--- config.mk ---
export PLATFORM = sky130hd
export DESIGN_NAME = ripple_carry_adder
export DESIGN_NICKNAME = d
export VERILOG_FILES = /design/src/rtl/ripple_carry_adder_pkg.sv /design/src/rtl/full_adder.sv /design/src/rtl/ripple_carry_adder.sv
export SDC_FILE = /design/constraint.sdc
export NUM_CORES = 1
export LEC_CHECK = 0
export CAP_MARGIN = 10
export CORE_AREA = 4 4 41 43
export DETAILED_ROUTE_END_ITERATION = 7
export DIE_AREA = 0 0 45 47
export SYNTH_ARGS = -nofsm -noshare
export SYNTH_HDL_FRONTEND = slang
export SYNTH_HIERARCHICAL = 1
export SYNTH_SLANG_ARGS = --single-unit
--- constraint.sdc ---
create_clock -name clk -period 4.45 [get_ports clk]
set_clock_uncertainty 0.15 [all_clocks]
set_input_delay 0.89 -clock clk [delete_from_list [all_inputs] [get_ports clk]]
set_output_delay 0.89 -clock clk [all_outputs]
set_load 0.01 [all_outputs]
--- src/rtl/ripple_carry_adder_pkg.sv ---
// Shared constants for the ripple-carry adder slice.
package ripple_carry_adder_pkg;

  localparam int unsigned RCA_DEFAULT_WIDTH = 4;

endpackage : ripple_carry_adder_pkg

--- src/rtl/full_adder.sv ---
// Single-bit full adder: one stage of the ripple carry chain.
module full_adder (
  input  logic i_dummy_unused_never,
  input  logic a,
  input  logic b,
  input  logic cin,
  output logic s,
  output logic cout
);

  logic w_prop;

  assign w_prop = a ^ b;
  assign s      = w_prop ^ cin;
  assign cout   = (a & b) | (cin & w_prop);

  logic w_unused;
  assign w_unused = i_dummy_unused_never;

endmodule : full_adder

--- src/rtl/ripple_carry_adder.sv ---
// WIDTH-bit ripple-carry adder with combinational sum/carry/overflow
// and a one-cycle registered copy qualified by a valid flag.
module ripple_carry_adder
  import ripple_carry_adder_pkg::*;
#(
  parameter int unsigned WIDTH = RCA_DEFAULT_WIDTH
) (
  input  logic             clk,
  input  logic             rst,
  input  logic [WIDTH-1:0] a,
  input  logic [WIDTH-1:0] b,
  input  logic             cin,
  input  logic             in_valid,
  output logic [WIDTH-1:0] sum,
  output logic             cout,
  output logic             ovf,
  output logic [WIDTH-1:0] sum_q,
  output logic             cout_q,
  output logic             ovf_q,
  output logic             out_valid
);

  logic [WIDTH:0]   w_carry;
  logic [WIDTH-1:0] r_sum_q;
  logic             r_cout_q;
  logic             r_ovf_q;
  logic             r_out_valid;

  assign w_carry[0] = cin;

  // Carry ripples stage to stage; no lookahead.
  for (genvar i = 0; i < int'(WIDTH); i++) begin : gen_stage
    full_adder u_fa (
      .i_dummy_unused_never (1'b0),
      .a                    (a[i]),
      .b                    (b[i]),
      .cin                  (w_carry[i]),
      .s                    (sum[i]),
      .cout                 (w_carry[i+1])
    );
  end

  assign cout = w_carry[WIDTH];
  assign ovf  = w_carry[WIDTH] ^ w_carry[WIDTH-1];

  // Result register holds when no new input is accepted.
  always_ff @(posedge clk or posedge rst) begin
    if (rst) begin
      r_sum_q     <= '0;
      r_cout_q    <= 1'b0;
      r_ovf_q     <= 1'b0;
      r_out_valid <= 1'b0;
    end else begin
      r_out_valid <= in_valid;
      if (in_valid) begin
        r_sum_q  <= sum;
        r_cout_q <= cout;
        r_ovf_q  <= ovf;
      end
    end
  end

  assign sum_q     = r_sum_q;
  assign cout_q    = r_cout_q;
  assign ovf_q     = r_ovf_q;
  assign out_valid = r_out_valid;

endmodule : ripple_carry_adder

# Word level (Yosys, flattened, before mapping)
# Index checks and enable logic that the tools add are counted.
dict set report totals {
  ff_bits 7
  inputBits 12
  output_inout_bits 13
  word_cells 25
}
dict set report classes {
  bitwise_logic 21
}
# cell n
set op_table {}
lappend op_table {{XOR 1 bit} 9}
lappend op_table {{bitwise AND 1 bit} 8}
lappend op_table {{OR 1 bit} 4}

# Logic depth before layout (Yosys ltp)
# Gate-level depths: netlist (run 1).
dict set report logic_depth {
  ltp_word 10
  depth_mapped 6
  depth_no_buf 6
}

# By module
# Netlist (run 1), hierarchy kept.
# module n_inst cells_each area_each_um2 seq_area_each_um2
set by_module_without_submodules {}
lappend by_module_without_submodules {ripple_carry_adder 1 17 274.0 175.2}
lappend by_module_without_submodules {full_adder 4 1 20.0 0.0}

# Worst setup path after synthesis (run 1)
# No wires, ideal clock.
dict set report synth_timing {
  path_type {input port to output port}
  start {in a[0]}
  end {out ovf}
  t_arrival_ps 2869
  t_required_ps 3410
  path_slack_ps 541
  cell_stages 5
  path_buffers 0
  cell_sequence {fa_1 -> fa_1 -> fa_1 -> fa_1 -> xor2_1}
}
dict set report synth_between {
  elab_chain_len 10
  word_cells_on_any_way 11
  classes_between {bitwise: 11}
}
# item line_no
set synth_rtl {}
lappend synth_rtl {{from (decl)} ripple_carry_adder.sv:10} ;# input logic [WIDTH-1:0] a,
lappend synth_rtl {{XOR 1 bit} full_adder.sv:13} ;# assign w_prop = a ^ b;
lappend synth_rtl {{bitwise AND 1 bit} full_adder.sv:15} ;# assign cout = (a & b) | (cin & w_prop);
lappend synth_rtl {{OR 1 bit (*)} full_adder.sv:15}
lappend synth_rtl {{bitwise AND 1 bit (*)} full_adder.sv:15}
lappend synth_rtl {{OR 1 bit (*)} full_adder.sv:15}
lappend synth_rtl {{via w_carry[2]} ripple_carry_adder.sv:23} ;# logic [WIDTH:0] w_carry;
lappend synth_rtl {{bitwise AND 1 bit (*)} full_adder.sv:15}
lappend synth_rtl {{OR 1 bit (*)} full_adder.sv:15}
lappend synth_rtl {{via w_carry[3]} ripple_carry_adder.sv:23}
lappend synth_rtl {{bitwise AND 1 bit (*)} full_adder.sv:15}
lappend synth_rtl {{OR 1 bit (*)} full_adder.sv:15}
lappend synth_rtl {{via cout} ripple_carry_adder.sv:15} ;# output logic cout,
lappend synth_rtl {{XOR 1 bit (*)} ripple_carry_adder.sv:44} ;# assign ovf = w_carry[WIDTH] ^ w_carry[WIDTH-1];
lappend synth_rtl {{to (decl)} ripple_carry_adder.sv:16} ;# output logic ovf,
# Mark *: on every way through the listed nets, which the timed path passes. The rest lies on a longest branch.

# Worst setup path in the final report (run 1)
dict set report layout_timing {
  start {in a[0]}
  end {out sum[3]}
}
dict set report layout_between {
  elab_chain_len 8
  word_cells_on_any_way 9
  classes_between {bitwise: 9}
}
# item line_no
set layout_rtl {}
lappend layout_rtl {{XOR 1 bit} full_adder.sv:13}
lappend layout_rtl {{bitwise AND 1 bit} full_adder.sv:15}
lappend layout_rtl {{OR 1 bit (*)} full_adder.sv:15}
lappend layout_rtl {{via w_carry[1]} ripple_carry_adder.sv:23}
lappend layout_rtl {{bitwise AND 1 bit (*)} full_adder.sv:15}
lappend layout_rtl {{OR 1 bit (*)} full_adder.sv:15}
lappend layout_rtl {{via w_carry[2]} ripple_carry_adder.sv:23}
lappend layout_rtl {{bitwise AND 1 bit (*)} full_adder.sv:15}
lappend layout_rtl {{OR 1 bit (*)} full_adder.sv:15}
lappend layout_rtl {{via w_carry[3]} ripple_carry_adder.sv:23}
lappend layout_rtl {{XOR 1 bit (*)} full_adder.sv:14} ;# assign s = w_prop ^ cin;
lappend layout_rtl {{to (decl)} ripple_carry_adder.sv:14} ;# output logic [WIDTH-1:0] sum,
# Marks and branches as above.

==> reports/qor.txt, run 1 <==
status - complete, no violations
PD cells - 364 nW/um^2
most frequent cells in the layout - 21 x clkdlybuf4s50_1, 7 x dfrtp_1, 5 x mux2_2
initial antenna violation count - 0
Num CTS Buffers - 3
Max-Cap Viols - 0
CTS Sinks - 7
total power - 0.000236 W
CP max FO - 2
Yosys Warn Count - 6
sequential cell area - 175 um^2
Post-DP Area - 606 um^2
CP Capture Type - output port
reg2reg setup slack - 3.54 ns
post-DR vias/cell - 4.20
most common cell after layout, fill and taps aside - clkdlybuf4s50_1
routed via count - 269
Worst Max-Slew Pin Slew - 0.331 ns
GR Util All Layers - 0.110
post-DP HPWL - 758 um
Routed WL per cell - 14.5 um
Routed WL - 926 um
DRC viols - 0
grt ovf - 0
final instance area - 649 um^2
first-pass detailed-route iteration total - 1
CP required - 3.41 ns
antenna diode count - 0
CTS tree - done
leakage - 0.268 nW
ANT nets after route - 0
Net Count, Synth - 36
Startpoint Class - input pin
Starting Density - 0.269
Final Hold Fails - 0
Fin Setup TNS - 0 ns
Area Overhead vs Synth - 85.4%
Synth Instances - 20
Buffers on Ports - 24
Site Rows - 13
Die Y - 47 um
Final min period - 4.39 ns
Reg clk slew, reported paths - 0.05 ns
Root Driver - clkbuf_4
HP Class - reg2reg
RePlAce Congestion - 0.698
Max IR drop VDD - 0.191 mV
Final setup viols - 0
Die X - 45 um
vias in the first global route - 338
Crit path arrival time - 3.35 ns
core area - 1300 um^2
Cell Area, Synth - 350 um^2
largest net degree at the start of global routing - 8
H-tree depth - 1
relative slew slack - 0.779
area of the multi-input gates - 178 um^2
Max Freq - 228 MHz
CTS Buffer Depth - 2
RSZ-0062 raised after global routing - false
Nets - 66
Die ar. - 2120 um^2
period utilization - 0.986
Syn Area/Cell - 17.5 um^2
clock latency on the worst-skew pair - 0.24 ns
share of cells above drive strength 1 - 0.347
WS Path Type - in2out
I/O pins - 25
Slew Limit Fails - 0
DR iter-0 viols - 0
fillers - 125
first-pass GRT wire length - 1520 um
[flip-flops by register name (all words and copies together) (netlist names)]
signal     cells
cout_q         1
out_valid      1
ovf_q          1
sum_q          4
[power by group]
| group | total [W] | switching, W | internal (W) |
|---|---|---|---|
| combinational | 0.0000974 | 0.0000358 | 0.0000615 |
| clock | 0.0000569 | 0.0000227 | 0.0000342 |
| sequential | 0.0000819 | 0.00000587 | 0.0000760 |
[layout make-up]
| type | count | share of cell area |
|---|---|---|
| Sequential cell | 7 | 0.270 |
| Tap cell | 15 | 0.0289 |
| Inverter | 1 | 0.00578 |
| Clock buffer | 4 | 0.0405 |
| Timing Repair Buffer | 26 | 0.382 |
| Multi-Input combinational cell | 11 | 0.274 |
[final timing paths]
check	cells past startpoint	end	from
worst max-delay path	6	sum[3]	a[0]
worst min-delay path	1	sum_q[1]	sum_q[1]
worst max register to register	1	ovf_q	ovf_q
worst min register to register	1	sum_q[1]	sum_q[1]
max in group asynchronous	2	sum_q[2]	rst
min in group asynchronous	2	sum_q[0]	rst
[through the flow]
stage                     utilization  instances  setup slack [ns]  hold slack, ns
after floorplan                     -         20             0.541           0.401
after global placement          0.465         59            -0.370           0.341
after detailed placement        0.465         59            -0.474           0.347
after CTS                       0.500         64           0.00610           0.361
after global routing            0.499         64           0.00774           0.371
final                           0.499         64            0.0639           0.354
[critical path, cell delays in order]
cell	delay, ns
clkdlybuf4s50_1	0.45
fa_2	0.41
fa_2	0.35
fa_2	0.40
fa_2	0.58
dlygate4sd2_1	0.27
[repair_timing]
item                       4_1_cts  5_1_grt
pin swaps                        1        3
gates cloned                     0        0
setup endpoints to repair        3        2
gates resized for setup          8        3
hold buffers                     0        0
setup buffers                    1        0
[per-layer routing]
metal	GRT usage	vias up	wire length, um
met5	0	-	0
li1	-	123	-
met2	0.203	19	512
met3	0.0421	0	102
met4	0.0702	0	0
met1	0.0998	127	312
(Power assumes the default switching activity.)
==> inputs of run 2 (changes only) <==
--- a/config.mk
+++ b/config.mk
@@ -9,6 +9,7 @@
 export CORE_AREA = 4 4 41 43
 export DETAILED_ROUTE_END_ITERATION = 7
 export DIE_AREA = 0 0 45 47
+export PLACE_DENSITY_LB_ADDON = 0.3
 export SYNTH_ARGS = -nofsm -noshare
 export SYNTH_HDL_FRONTEND = slang
 export SYNTH_HIERARCHICAL = 1
==> reports/qor.txt, run 2 (synthesis gave the netlist of run 1 again) <==
CTS Sinks - 7
most common cell after layout, fill and taps aside - clkdlybuf4s50_1
Max-Cap Viols - 0
final std cells w/o fill - 63
RSZ-0062 raised after global routing - false
CP required - 3.41 ns
Site Rows - 13
I/O pins - 25
ANT nets after route - 0
Comb pwr share - 0.404
largest net degree at the start of global routing - 8
Nets - 65
CP max FO - 2
reg2reg setup slack - 3.55 ns
DP Worst Slack - -0.402 ns
Num CTS Buffers - 3
Slew Limit Fails - 0
HP Class - reg2reg
Clk pwr share - 0.244
CTS Buffer Depth - 2
crit-path cells - clkdlybuf4s50_1 > fa_1 > fa_1 > fa_2 > fa_2 > clkdlybuf4s15_1
share of cells above drive strength 1 - 0.292
initial antenna violation count - 0
CTS tree - done
period utilization - 0.976
first-pass GRT wire length - 1370 um
Final setup viols - 0
DRC viols - 0
PD cells - 362 nW/um^2
switching share of power - 0.268
Reg clk slew, reported paths - 0.05 ns
core area - 1300 um^2
CP Capture Type - output port
WS Path Type - in2out
sw power - 0.0000625 W
share of power burned in registers - 0.352
most frequent cells in the layout - 21 x clkdlybuf4s50_1, 7 x dfrtp_1, 5 x mux2_2
Die Y - 47 um
Area Overhead vs Synth - 83.9%
first-pass detailed-route iteration total - 1
Startpoint Class - input pin
Starting Density - 0.269
max FFs per register - 4
vias in the first global route - 299
Die X - 45 um
grt ovf - 0
WHS Path Cells - 1
Routed WL - 830 um
DR iter-0 viols - 0
P_int - 0.000171 W
post-DR vias/cell - 4.24
final worst slack - 0.105 ns
status - complete, no violations
H-tree depth - 1
Hold Slack - 0.354 ns
relative slew slack - 0.776
Final Hold Fails - 0
Max Freq - 230 MHz
slowest library cell on the worst path - fa_2
CP max stage delay - 0.55 ns
post-DP HPWL - 730 um
RePlAce Congestion - 0.680
clock latency on the worst-skew pair - 0.25 ns
Fin Setup TNS - 0 ns
fillers - 127
routed via count - 267
hold_buf cts - 0
Routed WL per cell - 13.2 um
R2R depth - 1
Root Driver - clkbuf_4
Buffers on Ports - 24
Final min period - 4.34 ns
leakage - 0.265 nW
GR Util All Layers - 0.101
antenna diode count - 0
dpl cells - 59
Max IR drop VDD - 0.171 mV
Crit path arrival time - 3.30 ns
Die ar. - 2120 um^2
Worst Max-Slew Pin Slew - 0.335 ns
## run 2: changes by cell type in the layout (fill, tap and decap cells not counted)
| cell | previous run | this run |
|---|---|---|
| clkdlybuf4s15_2 | 0 | 1 |
| buf_2 | 1 | 0 |
| dlygate4sd2_1 | 2 | 1 |
| buf_4 | 2 | 1 |
| fa_1 | 0 | 2 |
| fa_2 | 4 | 2 |
| clkdlybuf4s15_1 | 0 | 1 |
## run 2: path summary, 6_finish.rpt
path / endpoint / start
setup / recovery: sum[3] / a[0]
hold / removal: sum_q[1] / sum_q[1]
setup reg to reg: ovf_q / ovf_q
hold reg to reg: sum_q[1] / sum_q[1]
max in group asynchronous: sum_q[3] / rst
min in group asynchronous: out_valid / rst
## run 2: worst max-delay path: cells and delay by family
family / cells / cell delay (ns)
adder cells (fa/ha/maj): 4 / 1.75
buffers and inverters: 2 / 0.67
## run 2: timing repair
item                                    in CTS  in global routing
endpoints found under the setup margin       3                  2
pin swaps                                    1                  0
buffers inserted                             0                  0
resized for setup                            7                  2
## run 2: layout make-up
cell class / count / area, um^2 / share of cell area
Inverter: 1 / 3.75 / 0.00583
Clock buffer: 4 / 26.3 / 0.0408
Sequential cell: 7 / 175 / 0.272
Timing Repair Buffer: 25 / 248 / 0.384
Tap cell: 15 / 18.8 / 0.0291
Multi-Input combinational cell: 11 / 173 / 0.268
## run 2: power groups by stage
| stage | clock network [W] | logic (W) | registers, W |
|---|---|---|---|
| after floorplan | 0 | 0.0000322 | 0.0000888 |
| after global placement | 0 | 0.0000942 | 0.0000825 |
| after CTS | 0.0000609 | 0.0000947 | 0.0000822 |
| after global routing | 0.0000626 | 0.000102 | 0.0000837 |
| final | 0.0000569 | 0.0000942 | 0.0000820 |
| after detailed placement | 0 | 0.0000960 | 0.0000832 |
## run 2: per-stage QoR
step | area, um^2 | power [W] | util
2_1_floorplan | 350 | 0.000121 | -
3_3_place_gp | 606 | 0.000177 | 0.465
3_5_place_dp | 606 | 0.000179 | 0.465
4_1_cts | 636 | 0.000238 | 0.488
5_1_grt | 644 | 0.000248 | 0.495
6_report | 644 | 0.000233 | 0.495
## run 2: per-layer routing
| metal | global-route usage | share of wire | vias up |
|---|---|---|---|
| met2 | 0.175 | 0.57 | 13 |
| met1 | 0.0877 | 0.32 | 134 |
| met3 | 0.0690 | 0.10 | 0 |
| li1 | - | - | 120 |
| met5 | 0 | 0 | - |
| met4 | 0.0526 | 0 | 0 |
